File: src/rtl/regfile_pkg.sv
// Shared constants and types for the register-file writeback scheduler.
// The optional ALU starvation guard is enabled with RF_WB_FAIRNESS_EN.
package regfile_pkg;

  localparam int XLEN     = 32;
  localparam int NUM_REGS = 32;
  localparam int REG_AW   = 5;
  localparam int MAX_WAIT = 4;

  // Identifies which writeback source owns the write port in a cycle.
  typedef enum logic {
    WB_SRC_ALU = 1'b0,
    WB_SRC_LSU = 1'b1
  } wb_src_t;

endpackage : regfile_pkg

File: src/rtl/regfile_scoreboard.sv
// Per-register pending scoreboard: set on issue, cleared on register-file
// commit, with combinational busy/issue-ready lookups. x0 is never pending.
module regfile_scoreboard
  import regfile_pkg::*;
(
  input  logic              i_clk,
  input  logic              i_reset_n,
  input  logic              i_issue_valid,
  input  logic [REG_AW-1:0] i_issue_rd,
  input  logic              i_rf_we,
  input  logic [REG_AW-1:0] i_rf_waddr,
  input  logic [REG_AW-1:0] i_rs1,
  input  logic [REG_AW-1:0] i_rs2,
  output logic              o_issue_free,
  output logic              o_rs1_busy,
  output logic              o_rs2_busy
);

  logic [NUM_REGS-1:0] pending;
  logic [NUM_REGS-1:0] set_mask;
  logic [NUM_REGS-1:0] clr_mask;

  // Decode this cycle's set (accepted issue) and clear (committing write) masks.
  always_comb begin
    // NOTE: every variable gets a default before any branch so no latch is inferred.
    set_mask = '0;
    clr_mask = '0;
    if (i_issue_valid && o_issue_free && (i_issue_rd != '0)) begin
      set_mask[i_issue_rd] = 1'b1;
    end
    if (i_rf_we) begin
      clr_mask[i_rf_waddr] = 1'b1;
    end
  end

  // Pending vector: clear first, then set, so a same-edge set wins.
  always_ff @(posedge i_clk or negedge i_reset_n) begin
    // NOTE: pending is a flop vector, not RAM, so it is reset like any state; a
    // stale bit after reset would stall decode forever.
    if (!i_reset_n) begin
      pending <= '0;
    end else begin
      pending <= (pending & ~clr_mask) | set_mask;
    end
  end

  assign o_issue_free = (i_issue_rd == '0) || !pending[i_issue_rd];
  assign o_rs1_busy   = (i_rs1 != '0) && pending[i_rs1];
  assign o_rs2_busy   = (i_rs2 != '0) && pending[i_rs2];

endmodule : regfile_scoreboard

File: src/rtl/regfile_wb_scheduler.sv
// Arbitrates the single register-file write port between ALU and LSU
// writeback, registers the winning write, and hosts the hazard scoreboard.
// Default priority is LSU over ALU. Defining RF_WB_FAIRNESS_EN adds a
// saturating ALU wait counter that hands the ALU the next contended cycle
// once it has waited MAX_WAIT cycles.
module regfile_wb_scheduler
  import regfile_pkg::*;
(
  input  logic              i_clk,
  input  logic              i_reset_n,
  input  logic              i_alu_valid,
  output logic              o_alu_ready,
  input  logic [REG_AW-1:0] i_alu_rd,
  input  logic [XLEN-1:0]   i_alu_data,
  input  logic              i_lsu_valid,
  output logic              o_lsu_ready,
  input  logic [REG_AW-1:0] i_lsu_rd,
  input  logic [XLEN-1:0]   i_lsu_data,
  input  logic              i_issue_valid,
  input  logic [REG_AW-1:0] i_issue_rd,
  output logic              o_issue_ready,
  input  logic [REG_AW-1:0] i_rs1,
  input  logic [REG_AW-1:0] i_rs2,
  output logic              o_rs1_busy,
  output logic              o_rs2_busy,
  output logic              o_rf_we,
  output logic [REG_AW-1:0] o_rf_waddr,
  output logic [XLEN-1:0]   o_rf_wdata
);

  logic              alu_grant;
  logic              lsu_grant;
  logic              alu_priority;
  wb_src_t           win_src;
  logic [REG_AW-1:0] win_rd;
  logic [XLEN-1:0]   win_data;
  logic              issue_free;

`ifdef RF_WB_FAIRNESS_EN
  localparam int                WAIT_W   = $clog2(MAX_WAIT + 1);
  localparam logic [WAIT_W-1:0] WAIT_MAX = WAIT_W'(MAX_WAIT);

  logic [WAIT_W-1:0] wait_cnt;

  // Count cycles the ALU is left waiting; saturate, and restart on its grant.
  always_ff @(posedge i_clk or negedge i_reset_n) begin
    if (!i_reset_n) begin
      wait_cnt <= '0;
    end else if (alu_grant) begin
      wait_cnt <= '0;
    end else if (i_alu_valid && (wait_cnt != WAIT_MAX)) begin
      wait_cnt <= wait_cnt + 1'b1;
    end
  end

  assign alu_priority = (wait_cnt == WAIT_MAX);
`else
  assign alu_priority = 1'b0;
`endif

  // Grant at most one source; nothing is granted while reset is asserted.
  always_comb begin
    alu_grant = 1'b0;
    lsu_grant = 1'b0;
    win_src   = WB_SRC_ALU;
    if (i_reset_n) begin
      if (i_lsu_valid && !(i_alu_valid && alu_priority)) begin
        lsu_grant = 1'b1;
        win_src   = WB_SRC_LSU;
      end else if (i_alu_valid) begin
        alu_grant = 1'b1;
      end
    end
  end

  // Steer the winner's destination and data toward the output register.
  always_comb begin
    if (win_src == WB_SRC_LSU) begin
      win_rd   = i_lsu_rd;
      win_data = i_lsu_data;
    end else begin
      win_rd   = i_alu_rd;
      win_data = i_alu_data;
    end
  end

  assign o_alu_ready = alu_grant;
  assign o_lsu_ready = lsu_grant;

  // Register the granted write; a write to x0 is accepted but never enabled.
  always_ff @(posedge i_clk or negedge i_reset_n) begin
    // NOTE: sequential state uses non-blocking assignments so every flop samples
    // pre-edge values regardless of block ordering.
    if (!i_reset_n) begin
      o_rf_we    <= 1'b0;
      o_rf_waddr <= '0;
      o_rf_wdata <= '0;
    end else if (alu_grant || lsu_grant) begin
      o_rf_we    <= (win_rd != '0);
      o_rf_waddr <= win_rd;
      o_rf_wdata <= win_data;
    end else begin
      o_rf_we    <= 1'b0;
    end
  end

  regfile_scoreboard u_scoreboard (
    .i_clk         (i_clk),
    .i_reset_n     (i_reset_n),
    .i_issue_valid (i_issue_valid),
    .i_issue_rd    (i_issue_rd),
    .i_rf_we       (o_rf_we),
    .i_rf_waddr    (o_rf_waddr),
    .i_rs1         (i_rs1),
    .i_rs2         (i_rs2),
    .o_issue_free  (issue_free),
    .o_rs1_busy    (o_rs1_busy),
    .o_rs2_busy    (o_rs2_busy)
  );

  assign o_issue_ready = i_reset_n && issue_free;

endmodule : regfile_wb_scheduler

File: config.mk
export PLATFORM = sky130hd
export DESIGN_NAME = regfile_wb_scheduler
export DESIGN_NICKNAME = d
export VERILOG_FILES = /design/src/rtl/regfile_pkg.sv /design/src/rtl/regfile_scoreboard.sv /design/src/rtl/regfile_wb_scheduler.sv
export SDC_FILE = /design/constraint.sdc
export NUM_CORES = 1
export LEC_CHECK = 0
export ABC_AREA = 1
export CAP_MARGIN = 40
export CORE_AREA = 2 2 109 111
export CTS_BUF_LIST = sky130_fd_sc_hd__clkbuf_16
export DETAILED_ROUTE_END_ITERATION = 8
export DIE_AREA = 0 0 111 113
export PLACE_DENSITY = 0.66
export SKIP_LAST_GASP = 1
export SLEW_MARGIN = 20
export SYNTH_ARGS = -nofsm -noshare
export SYNTH_HDL_FRONTEND = slang
export SYNTH_HIERARCHICAL = 1
export SYNTH_SLANG_ARGS = --single-unit
File: constraint.sdc
create_clock -name i_clk -period 2.96 [get_ports i_clk]
set_input_delay 0.592 -clock i_clk [delete_from_list [all_inputs] [get_ports i_clk]]
set_output_delay 0.592 -clock i_clk [all_outputs]
set_load 0.005 [all_outputs]
==> results of run 1 <==
==> per-stage QoR <==
stage               area, µm²  std cells  hold slack [ps]  setup TNS (ps)
finish                   6470        955              153               0
global route             6470        955              169           -66.4
CTS                      6430        954              155               0
detailed placement       6070        936              480            -213
global placement         6070        936              470            -189
floorplan                4460        663              296               0
==> area by class of cell <==
class                           instances  area [µm²]
Clock inverter                          7        88.8
Inverter                               57         216
Tap cell                              143         179
Timing Repair Buffer                  170        1720
Multi-Input combinational cell        499        2280
Sequential cell                        70        1750
Fill cell                            1064        4810
Clock buffer                            9         225
==> synth_stat cells <==
master / count / area share
nand3_1: 41 / 0.046
dfrtp_1: 70 / 0.39
nor2_1: 76 / 0.064
nor2_4: 2 / 0.0050
nand2_2: 2 / 0.0028
clkbuf_1: 8 / 0.0067
inv_2: 5 / 0.0042
o21ai_0: 89 / 0.10
clkbuf_2: 1 / 0.0011
buf_1: 2 / 0.0017
nand2_1: 182 / 0.15
buf_4: 1 / 0.0017
nand4_1: 33 / 0.046
nor2_2: 1 / 0.0014
buf_2: 16 / 0.018
buf_6: 9 / 0.023
nor3_1: 9 / 0.010
o211ai_1: 14 / 0.024
o21ai_1: 36 / 0.040
inv_1: 52 / 0.044
a21oi_1: 14 / 0.016
==> how the worst max path moves through the flow <==
stage | startpoint | endpoint | slack (ps) | depth (start not counted)
after floorplan | i_issue_rd[0] | o_issue_ready | 820 | 13
after global placement | i_issue_rd[0] | o_issue_ready | -160 | 13
after detailed placement | i_issue_rd[0] | o_issue_ready | -190 | 13
after CTS | i_rs1[0] | o_rs1_busy | 0.9 | 12
after global routing | i_rs2[1] | o_rs2_busy | -70 | 12
final | i_rs2[1] | o_rs2_busy | 80 | 12
==> power by group <==
part	switching [W]	total (W)	internal [W]
Sequential	0.000325	0.00156	0.00124
Clock	0.000398	0.00113	0.000730
Combinational	0.000641	0.00123	0.000588
==> cell families (layout without fill, tap and decap cells) <==
kind of cell | after synthesis | after routing | synth area share
AO/OA/AOI/OAI | 153 | 153 | 0.179
buffers and inverters | 94 | 243 | 0.0998
flip-flops | 70 | 70 | 0.392
AND/OR/NAND/NOR | 346 | 346 | 0.328
==> sequential cells by signal (all words and copies together) (netlist names) <==
name,cells
o_rf_waddr,5
o_rf_wdata,32
o_rf_we,1
u_scoreboard/pending,32
==> per-layer routing <==
metal,track usage,part of all wire,vias up
li1,-,-,2487
met1,0.313,0.44,2357
met2,0.394,0.47,198
met3,0.0487,0.066,26
met4,0.0808,0.027,0
met5,0,0,-
==> worst max-delay path: stages <==
cell	delay (ps)
clkdlybuf4s50_1	440
buf_12	170
a21oi_2	100
o21ai_1	70
nand2_1	100
nand2_1	60
nand2_1	50
inv_1	30
nand2_1	50
nand3_1	70
nand2_1	60
clkdlybuf4s50_1	490
==> timing repair <==
item / 4_1_cts / 5_1_grt
setup buffers: 0 / 0
gates cloned: 2 / 1
pin swaps: 1 / 3
endpoints found under the setup margin: 2 / 3
endpoints found under the hold margin: 0 / 0
resized for setup: 14 / 10
==> qor.csv, run 1 <==
metric,value,unit
run status,completed,
crit end category,primary output,
Synth cell types,21,
Post-DP HPWL,11200,µm
"setup slack, reg-to-reg",1410,ps
htree depth,3,
starting density of the core,0.396,
number of antenna-violating nets in the routed design,0,
Site Rows,39,
critical path class,in -> out,
I/O Buffers,136,
Syn Std Cell Area,0.00446,mm²
vias in the first global route,4897,
GRT Util Overall,0.238,
P_leak,2.90,nW
most frequent cells in the layout,"nand2_1, clkdlybuf4s50_1, o21ai_0",
Die ar.,0.0125,mm²
Overflow after GRT,0,
Reg2Reg Depth,10,
Worst VDD drop,0.327,mV
Seq cells post-synth,70,
"Hold-fix buffers, CTS",0,
# setup viols final,0,
GPL Wtd Cong,0.915,
total number of yosys warnings,6,
period utilization,0.973,
PwrDens,607,mW/mm²
fin worst setup slack,80.5,ps
global-route wire length before repair,24400,µm
Final min period,2880,ps
Die H,113,µm
core area,0.0113,mm²
Reg2Reg Capture Point,u_scoreboard/pending[15]$_DFF_PN0_,
Die W,111,µm
Final Hold Viols,0,
Synth Instances,663,
clk buf depth,2,
drt via density,5.31,
Peak Freq,0.347,GHz
worst r2r src,u_scoreboard/pending[1]$_DFF_PN0_,
final core utilization,0.574,
Worst-path clk slew,50,ps
CP max FO,16,
worst hold path type,in -> async,
"commonest non-fill, non-tap cell in the layout",nand2_1,
"Net Count, Synth",757,
Final nets,901,
syn_area_per_cell,6.73,µm²
largest net degree at the start of global routing,41,
Layout area overhead,44.8,%
crit path DAT,2290,ps
1st-iter DRT viols,415,
final slew viol count,0,
Worst-Margin Slew,493,ps
Num CTS Buffers,9,
clk_lat worst skew,330,ps
RSZ-0062 raised after global routing,true,
wire length per cell,15.6,µm
max_cap viols,0,
post-synthesis sequential area ratio,0.392,
total design power,0.00392,W
worst path required time,2370,ps
root buffer cell,clkbuf_16,
layout cells sized above 1,0.0825,
Antenna Cells,0,
# DRC,0,
io pins,137,
drt first pass iters,5,
routed vias,5068,
DP Worst Slack,-186,ps
slew margin rel.,0.671,
clk_skew,3.36,ps
CTS tree,done,
Detailed Route WL,14900,µm
startpoint types,input pin,
CTS sink count,70,
initial antenna violation count,0,
Note: power is estimated with default switching activity, not from simulation.
==> run 2: changes to the inputs <==
Settings changed: SLEW_MARGIN 20 to 5.
==> results of run 2 <==
No change in the layout: final DEF, timing and power equal those of run 1.
==> run 3: changes to the inputs <==
Settings changed: CAP_MARGIN 40 to not set, PLACE_DENSITY 0.66 to not set, PLACE_DENSITY_LB_ADDON set to 0.15.
==> run 3 against run 2 <==
  * Die area unchanged
  * Clock skew rose by 4.1 ps
  * Non-clock buffer count is 3 lower
  * Wire length about the same
  * Maximum frequency increased by 2.5%
  * Global-route usage fell by 0.41 points
  * Via count barely moved
  * Power is 1.9% lower
  * First-iteration DRC count decreased by 14%
  * Critical endpoint is now o_issue_ready
  * Largest power group unchanged
==> qor.csv, run 3 (synthesis gave the netlist of run 1 again) <==
metric,value,unit,change
Worst-Margin Slew,502,ps,was 493 ps
I/O Buffers,136,,unchanged
P_leak,2.91,nW,was 2.90 nW
# DRC,0,,unchanged
final slew viol count,0,,unchanged
critical path class,in -> out,,unchanged
CTS tree,done,,unchanged
Site Rows,39,,unchanged
1st-iter DRT viols,358,,was 415
Layout area overhead,44.3,%,was 44.8%
number of antenna-violating nets in the routed design,0,,unchanged
biggest regs,"o_rf_wdata (32), u_scoreboard/pending (32), o_rf_waddr (5)",,unchanged
Antenna Cells,0,,unchanged
Detailed Route WL,14800,µm,was 14900 µm
"commonest non-fill, non-tap cell in the layout",nand2_1,,unchanged
core area,0.0113,mm²,unchanged
CTS sink count,70,,unchanged
Worst-path clk slew,50,ps,about the same
drt via density,5.32,,was 5.31
run status,completed,,unchanged
area of the multi-input gates,0.00231,mm²,was 0.00228 mm²
most frequent cells in the layout,"nand2_1, clkdlybuf4s50_1, o21ai_0",,unchanged
Crit path max-delay family,buffers and inverters,,unchanged
htree depth,3,,unchanged
Register Area,0.00175,mm²,unchanged
worst path required time,2370,ps,about the same
vias in the first global route,4834,,was 4897
Num CTS Buffers,9,,unchanged
total design power,0.00385,W,was 0.00392 W
critical path cell sequence,"dlygate4sd2_1, inv_2, nor3_2, buf_4, nand2_1, nand2_1, nor2_4, nand2_1, nand2_1, nand2_1, inv_1, clkdlybuf4s50_1",,"was clkdlybuf4s50_1, buf_12, a21oi_2, o21ai_1, nand2_1, nand2_1, nand2_1, inv_1, nand2_1, nand3_1, nand2_1, clkdlybuf4s50_1"
Final nets,898,,was 901
Overflow after GRT,0,,unchanged
Post-DP HPWL,10800,µm,was 11200 µm
CP max stage cell,clkdlybuf4s50_1,,unchanged
max_cap viols,0,,unchanged
CP dominant cell by count,nand2_1,,unchanged
Peak Freq,0.356,GHz,was 0.347 GHz
largest net degree at the start of global routing,41,,unchanged
Final Hold Viols,0,,unchanged
clk buf depth,2,,unchanged
io pins,137,,unchanged
Final min period,2810,ps,was 2880 ps
routed vias,5064,,was 5068
Max stage delay on crit path,490,ps,about the same
Die ar.,0.0125,mm²,unchanged
clk_lat worst skew,330,ps,about the same
initial antenna violation count,0,,unchanged
wire length per cell,15.6,µm,about the same
Die W,111,µm,unchanged
crit path DAT,2220,ps,was 2290 ps
crit end category,primary output,,unchanged
GPL Wtd Cong,0.893,,was 0.915
"Hold-fix buffers, CTS",0,,unchanged
Setup Buffers After CTS,0,,unchanged
period utilization,0.949,,was 0.973
PwrDens,597,mW/mm²,was 607 mW/mm²
GRT Util Overall,0.234,,was 0.238
CP max FO,5,,was 16
starting density of the core,0.396,,unchanged
fill count,1092,,was 1064
clk_skew,7.48,ps,was 3.36 ps
worst hold path type,in -> async,,unchanged
Worst VDD drop,0.325,mV,was 0.327 mV
slew margin rel.,0.665,,was 0.671
worst hold slack,126,ps,was 153 ps
drt first pass iters,7,,was 5
layout cells sized above 1,0.0816,,was 0.0825
startpoint types,input pin,,unchanged
# setup viols final,0,,unchanged
global-route wire length before repair,24000,µm,was 24400 µm
root buffer cell,clkbuf_16,,unchanged
Die H,113,µm,unchanged
"Buf+Inv Stages, Crit Path",5,,was 4
RSZ-0062 raised after global routing,false,,was true
[run 3: cell types whose count changed in the layout (fill, tap and decap cells not counted), sizes merged]
cell           change
bufinv             -1
dlymetal6s2s       +3
dlygate4sd2        -2
clkinv             -1
clkdlybuf4s50      -1
inv                +3
clkinvlp           -1
buf                -3
[run 3: layout make-up]
| type | instances | share of cell area |
|---|---|---|
| Clock buffer | 9 | 0.0350 |
| Clock inverter | 7 | 0.00913 |
| Inverter | 57 | 0.0336 |
| Multi-Input combinational cell | 499 | 0.358 |
| Sequential cell | 70 | 0.272 |
| Tap cell | 143 | 0.0278 |
| Timing Repair Buffer | 167 | 0.264 |
[run 3: layer usage]
layer	routed length, µm	track usage	share of wire
met5	0	0	0
met4	285	0.0775	0.019
met3	1280	0.0600	0.086
met2	6930	0.386	0.47
met1	6360	0.302	0.43
[run 3: final timing paths]
check,start,endpoint,cells after the start,slack (ps)
max,i_issue_rd[3],o_issue_ready,12,150
min,i_reset_n,o_rf_wdata[19]$_DFFE_PN0P_,1,130
max reg2reg,u_scoreboard/pending[23]$_DFF_PN0_,u_scoreboard/pending[30]$_DFF_PN0_,10,1380
min reg2reg,o_rf_wdata[26]$_DFFE_PN0P_,o_rf_wdata[26]$_DFFE_PN0P_,2,480
max in group asynchronous,i_reset_n,u_scoreboard/pending[18]$_DFF_PN0_,2,2140
min in group i_clk,o_rf_wdata[26]$_DFFE_PN0P_,o_rf_wdata[26]$_DFFE_PN0P_,2,480
[run 3: power by group]
part           internal [W]  switching [W]
sequential          0.00124       0.000353
clock              0.000639       0.000385
combinational      0.000585       0.000646
total               0.00246        0.00138
[run 3: what timing repair did]
| action | 4_1_cts | 5_1_grt |
|---|---|---|
| cloned | 1 | 1 |
| gates resized for setup | 10 | 19 |
| pin swaps | 0 | 1 |
| setup endpoints to repair | 2 | 3 |
[run 3: worst register-to-register path, delay by kind of cell (launching register included)]
kind	cells	cell delay (ps)
simple gates	9	750
flops	1	440
buf+inv	1	320
[run 3: through the flow]
step	utilization	instance area [µm²]	TNS, ps	worst slack (ps)	std cells
floorplan	-	4460	0	823	663
global placement	0.536	6040	-148	-148	934
detailed placement	0.536	6040	-211	-199	934
CTS	0.565	6370	-14.1	-14.1	951
global route	0.571	6440	0	18.8	952
finish	0.571	6440	0	152	952
